**src/rtl/carry_skip_pipe_adder.sv**
```systemverilog
// rtl/carry_skip_pipe_adder.sv - pipelined carry-skip adder/subtractor with valid/ready flow control.
// Optional signed-overflow output enabled by defining CSA_OVF_EN.
module carry_skip_pipe_adder #(
  parameter int WIDTH  = 16,
  parameter int BLK    = 4,
  parameter int STAGES = 2
) (
  input  logic               clk,
  input  logic               rst,
  input  logic               in_valid,
  output logic               in_ready,
  input  logic [WIDTH-1:0]   a,
  input  logic [WIDTH-1:0]   b,
  input  logic               cin,
  input  logic               sub,
  output logic               out_valid,
  input  logic               out_ready,
  output logic [WIDTH-1:0]   sum,
  output logic               cout,
  output logic [WIDTH/BLK-1:0] skip_mask
`ifdef CSA_OVF_EN
  ,
  output logic               ovf
`endif
);

  localparam int NB  = WIDTH / BLK;
  localparam int BPS = (STAGES >= 1) ? NB / STAGES : 1;

  if ((STAGES < 1) || (WIDTH % BLK != 0) || ((STAGES >= 1) && (NB % STAGES != 0))) begin : g_bad_params
    $error("carry_skip_pipe_adder: illegal WIDTH/BLK/STAGES combination");
  end

  logic             en;
  logic [WIDTH-1:0] b_eff;
  logic             c0;

  // Stage inputs: index 0 from the ports, index s from register bank s-1.
  logic             v_in [STAGES];
  logic             c_in [STAGES];
  logic [WIDTH-1:0] a_in [STAGES];
  logic [WIDTH-1:0] b_in [STAGES];
  logic [WIDTH-1:0] s_in [STAGES];
  logic [NB-1:0]    m_in [STAGES];

  logic             c_d  [STAGES];
  logic [WIDTH-1:0] s_d  [STAGES];
  logic [NB-1:0]    m_d  [STAGES];

  logic             v_q  [STAGES];
  logic             c_q  [STAGES];
  logic [WIDTH-1:0] a_q  [STAGES];
  logic [WIDTH-1:0] b_q  [STAGES];
  logic [WIDTH-1:0] s_q  [STAGES];
  logic [NB-1:0]    m_q  [STAGES];

`ifdef CSA_OVF_EN
  logic             msb_cin;
  logic             ovf_q;
`endif

  assign en       = !out_valid || out_ready;
  assign in_ready = en;
  assign b_eff    = b ^ {WIDTH{sub}};
  assign c0       = cin ^ sub;

  always_comb begin
    v_in[0] = in_valid;
    c_in[0] = c0;
    a_in[0] = a;
    b_in[0] = b_eff;
    s_in[0] = '0;
    m_in[0] = '0;
    for (int s = 1; s < STAGES; s++) begin
      v_in[s] = v_q[s-1];
      c_in[s] = c_q[s-1];
      a_in[s] = a_q[s-1];
      b_in[s] = b_q[s-1];
      s_in[s] = s_q[s-1];
      m_in[s] = m_q[s-1];
    end
  end

  always_comb begin : blk_carry_skip
    logic c;
    logic rc;
    logic p;
    logic x;
    int   bi;
    int   i;
    c  = 1'b0;
    rc = 1'b0;
    p  = 1'b0;
    x  = 1'b0;
    bi = 0;
    i  = 0;
`ifdef CSA_OVF_EN
    msb_cin = 1'b0;
`endif
    for (int s = 0; s < STAGES; s++) begin
      c      = c_in[s];
      s_d[s] = s_in[s];
      m_d[s] = m_in[s];
      for (int k = 0; k < BPS; k++) begin
        bi = s * BPS + k;
        rc = c;
        p  = 1'b1;
        for (int j = 0; j < BLK; j++) begin
          i         = bi * BLK + j;
          x         = a_in[s][i] ^ b_in[s][i];
          s_d[s][i] = x ^ rc;
`ifdef CSA_OVF_EN
          if (i == WIDTH - 1) msb_cin = rc;
`endif
          p  = p & x;
          rc = (a_in[s][i] & b_in[s][i]) | (rc & x);
        end
        m_d[s][bi] = p;
        // Skip mux selects the block carry-in directly, bypassing the ripple.
        c = p ? c : rc;
      end
      c_d[s] = c;
    end
  end

  always_ff @(posedge clk or posedge rst) begin
    if (rst) begin
      for (int s = 0; s < STAGES; s++) begin
        v_q[s] <= 1'b0;
        c_q[s] <= 1'b0;
        a_q[s] <= '0;
        b_q[s] <= '0;
        s_q[s] <= '0;
        m_q[s] <= '0;
      end
`ifdef CSA_OVF_EN
      ovf_q <= 1'b0;
`endif
    end else if (en) begin
      for (int s = 0; s < STAGES; s++) begin
        v_q[s] <= v_in[s];
        c_q[s] <= c_d[s];
        a_q[s] <= a_in[s];
        b_q[s] <= b_in[s];
        s_q[s] <= s_d[s];
        m_q[s] <= m_d[s];
      end
`ifdef CSA_OVF_EN
      ovf_q <= msb_cin ^ c_d[STAGES-1];
`endif
    end
  end

  // Operand bits left in the final bank are fully consumed.
  logic unused_tail;
  assign unused_tail = ^{a_q[STAGES-1], b_q[STAGES-1]};

  assign out_valid = v_q[STAGES-1];
  assign sum       = s_q[STAGES-1];
  assign cout      = c_q[STAGES-1];
  assign skip_mask = m_q[STAGES-1];
`ifdef CSA_OVF_EN
  assign ovf       = ovf_q;
`endif

endmodule

```
**config.mk**
```make
export PLATFORM = sky130hd
export DESIGN_NAME = carry_skip_pipe_adder
export DESIGN_NICKNAME = d
export VERILOG_FILES = /design/src/rtl/carry_skip_pipe_adder.sv
export SDC_FILE = /design/constraint.sdc
export NUM_CORES = 1
export LEC_CHECK = 0
export CORE_ASPECT_RATIO = 1.75
export CORE_MARGIN = 2
export CORE_UTILIZATION = 30
export DETAILED_ROUTE_END_ITERATION = 8
export HOLD_SLACK_MARGIN = 0.03
export PLACE_DENSITY_LB_ADDON = 0.05
export SLEW_MARGIN = 20
export SYNTH_ARGS = -nofsm -noshare
export SYNTH_HDL_FRONTEND = slang
export SYNTH_SLANG_ARGS = --single-unit
export TNS_END_PERCENT = 5
```
**constraint.sdc**
```tcl
create_clock -name clk -period 7.8 [get_ports clk]
set_input_delay 0.78 -clock clk [delete_from_list [all_inputs] [get_ports clk]]
set_output_delay 0.78 -clock clk [all_outputs]
set_load 0.02 [all_outputs]
```
# Word level (Yosys, flattened, before mapping)
# Index checks and enable logic that the tools add are counted.
[word_totals]
output_inout_bits = 23
register_bits = 66
input_bits = 38
[op_classes]
n_mux = 4
reduce_logical = 2
n_bitwise = 94
[ops]
columns = ["cell", "count"]
rows = [
  ["1-bit AND", 44],
  ["1-bit XOR", 33],
  ["1-bit bitwise OR", 16],
  ["16-bit XOR", 1],
  ["1-bit two-way mux", 4],
  ["1-bit zero test", 1],
  ["1-bit logical OR", 1],
]

# Logic depth before layout (Yosys ltp)
[logic_depth]
ltp_word = 20
depth_mapped = 17
mapped_depth_nobuf = 15

# Worst setup path before layout
# OpenSTA, ideal clock, no wires.
[synth_timing]
path_kind = "input to register"
from = "in sub"
to = "reg s_q (netlist bit s_d[7])"
n_path_buf = 2
t_arrival_ns = 4.466
path_slack_ns = 3.217
stages = 17
path_cell_list = "buf_6 -> buf_6 -> xor2_1 -> fa_1 -> inv_1 -> fa_1 -> fa_1 -> fa_1 -> inv_1 -> mux2i_1 -> fa_1 -> fa_1 -> fa_1 -> inv_1 -> fa_1 -> nand2_1 -> nand2_1"
[synth_rtl]
columns = ["item", "line", "source"]
rows = [
  ["start, declared", "15", "input logic sub,"],
  ["end signal, assigned by index", "145", "s_q[s] <= s_d[s];"],
  ["end, declared", "54", "logic [WIDTH-1:0] s_q [STAGES];"],
]

==> parameters.txt <==
Parameter                              Value

Setup path
  Capturing element type of the critical path ... flop
  Worst Path Class, Setup ... in2reg
  CP Max Fanout ... 17
  Critical Path Source Type ... primary input
  Required time worst endpoint ... 7.99 ns
  CP arrival ... 5.60 ns
  Flop2flop setup slack ... 3.79 ns

Yosys
  Netlist cell types ... 24
  Simple-gate share of the synthesized area ... 16.12%
  Fraction of synthesized area in multiplexers ... 0.7452%
  Sequential cell area fraction in the yosys report ... 46.58%
  Mapped Area ... 2686 sq um
  Synth Net Count ... 338
  Largest family of logic cells by synthesized area ... adder cells
  Post-synthesis xor/xnor area fraction ... 5.822%
  Synthesized-area fraction occupied by ao, oa, aoi and oai cells ... 4.937%
  Register bit count reported by yosys ... 50
  Number of warnings issued by yosys ... 0
  Share of synthesized cell area in full adder, half adder and majority cells ... 19.38%
  Avg Inst Size Synth ... 10.02 sq um
  Cells after Synth ... 268

Clock network
  CTS tree ... yes
  Maximum clock path buffer count ... 2
  Gates resized, CTS repair ... 0
  Number of buffers created by CTS ... 5
  Clock latency of the later-clocked register in the worst-skew pair ... 0.29 ns
  Setup repair bufs after CTS ... 0
  Number of levels the H-tree was split into ... 2
  Clock root buffer ... clkbuf_16
  Clock sink count ... 50
  Cts-stage hold buffer count ... 0
  Clock slew seen by the registers of the worst setup and hold paths ... 0.07 ns

Timing
  Max-slew violation total from the final report ... 0
  Total Neg Setup Slack ... 0 ns
  Worst setup margin ... 2.387 ns
  Unrepaired setup endpoints after global routing ... false
  Tightest Pin Transition ... 1.022 ns
  Final worst path period need ... 5.414 ns
  Count of endpoints failing setup in the final report ... 0
  Final Hold Violating Endpoints ... 0
  Worst slew slack as a fraction of its limit ... 31.68%
  Peak Freq ... 0.1847 GHz
  Skew final ... 0.004636 ns
  Period utilization ... 69.40%

Cells and area
  Number of nets in the final layout ... 395
  Share of final-layout standard cells stronger than drive strength 1 ... 4.321%
  Synth-to-layout area growth ... 30.60%
  Layout Utilization ... 40.46%
  Antenna diode count ... 0

Floorplan
  Area of the die ... 9757 sq um
  FP Rows ... 45
  Die Wd ... 75.53 microns
  Initial Util ... 30.98%
  Core footprint ... 8671 sq um
  Number of placed I/O pins ... 61
  Vert. Die Dim ... 129.2 microns

Routing
  Total vias in the final route ... 1,872
  Iter 0 DRT Violations ... 71
  Drt pass-1 iters ... 3
  Post-detailed-routing wire length ... 5606 microns
  Number of routed nets with antenna violations ... 0
  Routed WL per cell ... 12.71 microns
  Number of remaining DRC errors ... 0
  Vias per std cell ... 4.245

Placed design
  Routability congestion estimate ... 0.7204
  DP Worst Slack ... 2.025 ns
  Post-DP HPWL ... 4046 microns
  Buffers added on ports ... 60

Worst hold path
  Worst Hold Class ... reg2reg

GRT
  First-pass GRT wire length ... 9625 microns
  Number of antenna violations at the first check in global routing ... 0
  Total GRT Usage ... 13.16%
  Via count of the first global-routing pass ... 1,957
  Maximum number of pins on one net before global-route repair ... 56
  Total congestion overflow after global routing ... 0

Pwr
  Worst supply voltage drop on vdd ... 0.1082 mV
  Power per unit of standard cell area ... 257.3 nW/um^2
  Leakage dissipation ... 1.692 nW

Run status
  Outcome ... completed

Job
  Max-cap violations ... 0
## cells in the final DEF (no fill, tap or decap), types with 2 or more instances in the layout
cell type	Yosys	routed
nand2_1	90	90
clkdlybuf4s50_1	0	60
dfrtp_1	50	50
inv_1	22	21
fa_1	16	16
ha_1	16	16
o21ai_0	12	12
nor2_1	10	10
xor2_1	10	10
a21oi_1	8	8
xnor2_1	6	6
clkbuf_16	0	5
nand4_1	4	4
mux2i_1	2	2
nand2b_1	2	2
buf_4	2	2
## Yosys cell counts
| master | number | area, sq um |
|---|---|---|
| nand2_1 | 90 | 337.8 |
| dfrtp_1 | 50 | 1251 |
| inv_1 | 22 | 82.58 |
| fa_1 | 16 | 320.3 |
| ha_1 | 16 | 200.2 |
| o21ai_0 | 12 | 60.06 |
| nor2_1 | 10 | 37.54 |
| xor2_1 | 10 | 87.58 |
| a21oi_1 | 8 | 40.04 |
| buf_2 | 7 | 35.03 |
| xnor2_1 | 6 | 52.55 |
| nand4_1 | 4 | 25.02 |
| buf_6 | 3 | 33.78 |
| buf_4 | 2 | 15.01 |
| mux2i_1 | 2 | 20.02 |
| nand2b_1 | 2 | 12.51 |
| a211oi_2 | 1 | 12.51 |
| a21o_1 | 1 | 7.510 |
| and3_1 | 1 | 6.260 |
| inv_4 | 1 | 6.260 |
| nand3_1 | 1 | 5.000 |
| nor2b_2 | 1 | 8.760 |
| o211ai_2 | 1 | 12.51 |
| xor2_2 | 1 | 16.27 |
## per-layer routing
layer | track usage, % | vias to the layer above | part of all wire, %
met3 | 2.411 | 6 | 3.8
met4 | 6.502 | 0 | 2.5
met5 | 0 | - | 0
met1 | 16.44 | 901 | 43
li1 | - | 922 | -
met2 | 21.38 | 43 | 51
## cell type report
class / instances / area [sq um]
clock buffers: 6 / 138.9
fillers: 924 / 5162
inverters: 23 / 88.84
multi-input cells: 183 / 1267
flip-flops and latches: 50 / 1251
well taps: 117 / 146.4
repair buffers: 62 / 615.6
## cells by family (layout without fill, tap and decap cells)
logic type	count (synthesis)	in the layout
AND/OR/NAND/NOR	109	109
flip-flops	50	50
buffers and inverters	35	91
adder cells (fa/ha/maj)	32	32
AO/OA/AOI/OAI	23	23
XOR/XNOR	17	17
multiplexers	2	2
## sequential cells by signal, summed over array words and instances (netlist names)
| register | cells |
|---|---|
| v_in | 1 |
| out_valid | 1 |
| cout | 1 |
| skip_mask | 4 |
| s_d | 8 |
| m_d | 2 |
| c_in | 1 |
| sum | 16 |
| b_in | 8 |
| a_in | 8 |
## per-stage QoR
step | instance area (sq um) | hold WS (ns) | power [mW] | std cells
3_5_place_dp | 3369 | 0.4549 | 0.7010 | 435
3_3_place_gp | 3369 | 0.4483 | 0.6979 | 435
5_1_grt | 3508 | 0.4964 | 0.9743 | 441
2_1_floorplan | 2686 | 0.4300 | 0.5530 | 268
4_1_cts | 3508 | 0.4702 | 0.9251 | 441
6_report | 3508 | 0.4619 | 0.9028 | 441
## report_power, final
group          total, mW  internal [mW]  switching, mW
sequential         0.371          0.327         0.0434
clock              0.217          0.124         0.0930
combinational      0.315          0.150          0.165
## worst max-delay path: stages
cell and delay (ns):
clkdlybuf4s50_1 1.15, xor2_1 0.30, fa_1 0.22, inv_1 0.05
fa_1 0.37, fa_1 0.39, fa_1 0.39, inv_1 0.07
mux2i_1 0.11, fa_1 0.41, fa_1 0.39, fa_1 0.36
inv_1 0.07, fa_1 0.41, nand2_1 0.07, nand2_1 0.05
## final timing paths
kind	startpoint	to	cells after the start
min reg2reg	sum[10]	sum[10]	2
min	sum[10]	sum[10]	2
max	sub	s_d[7]	16
max reg2reg	c_in[0]	sum[15]	12
min in group asynchronous	rst	out_valid	3
max in group asynchronous	rst	sum[12]	3
Power figures use the tool's default switching activity.
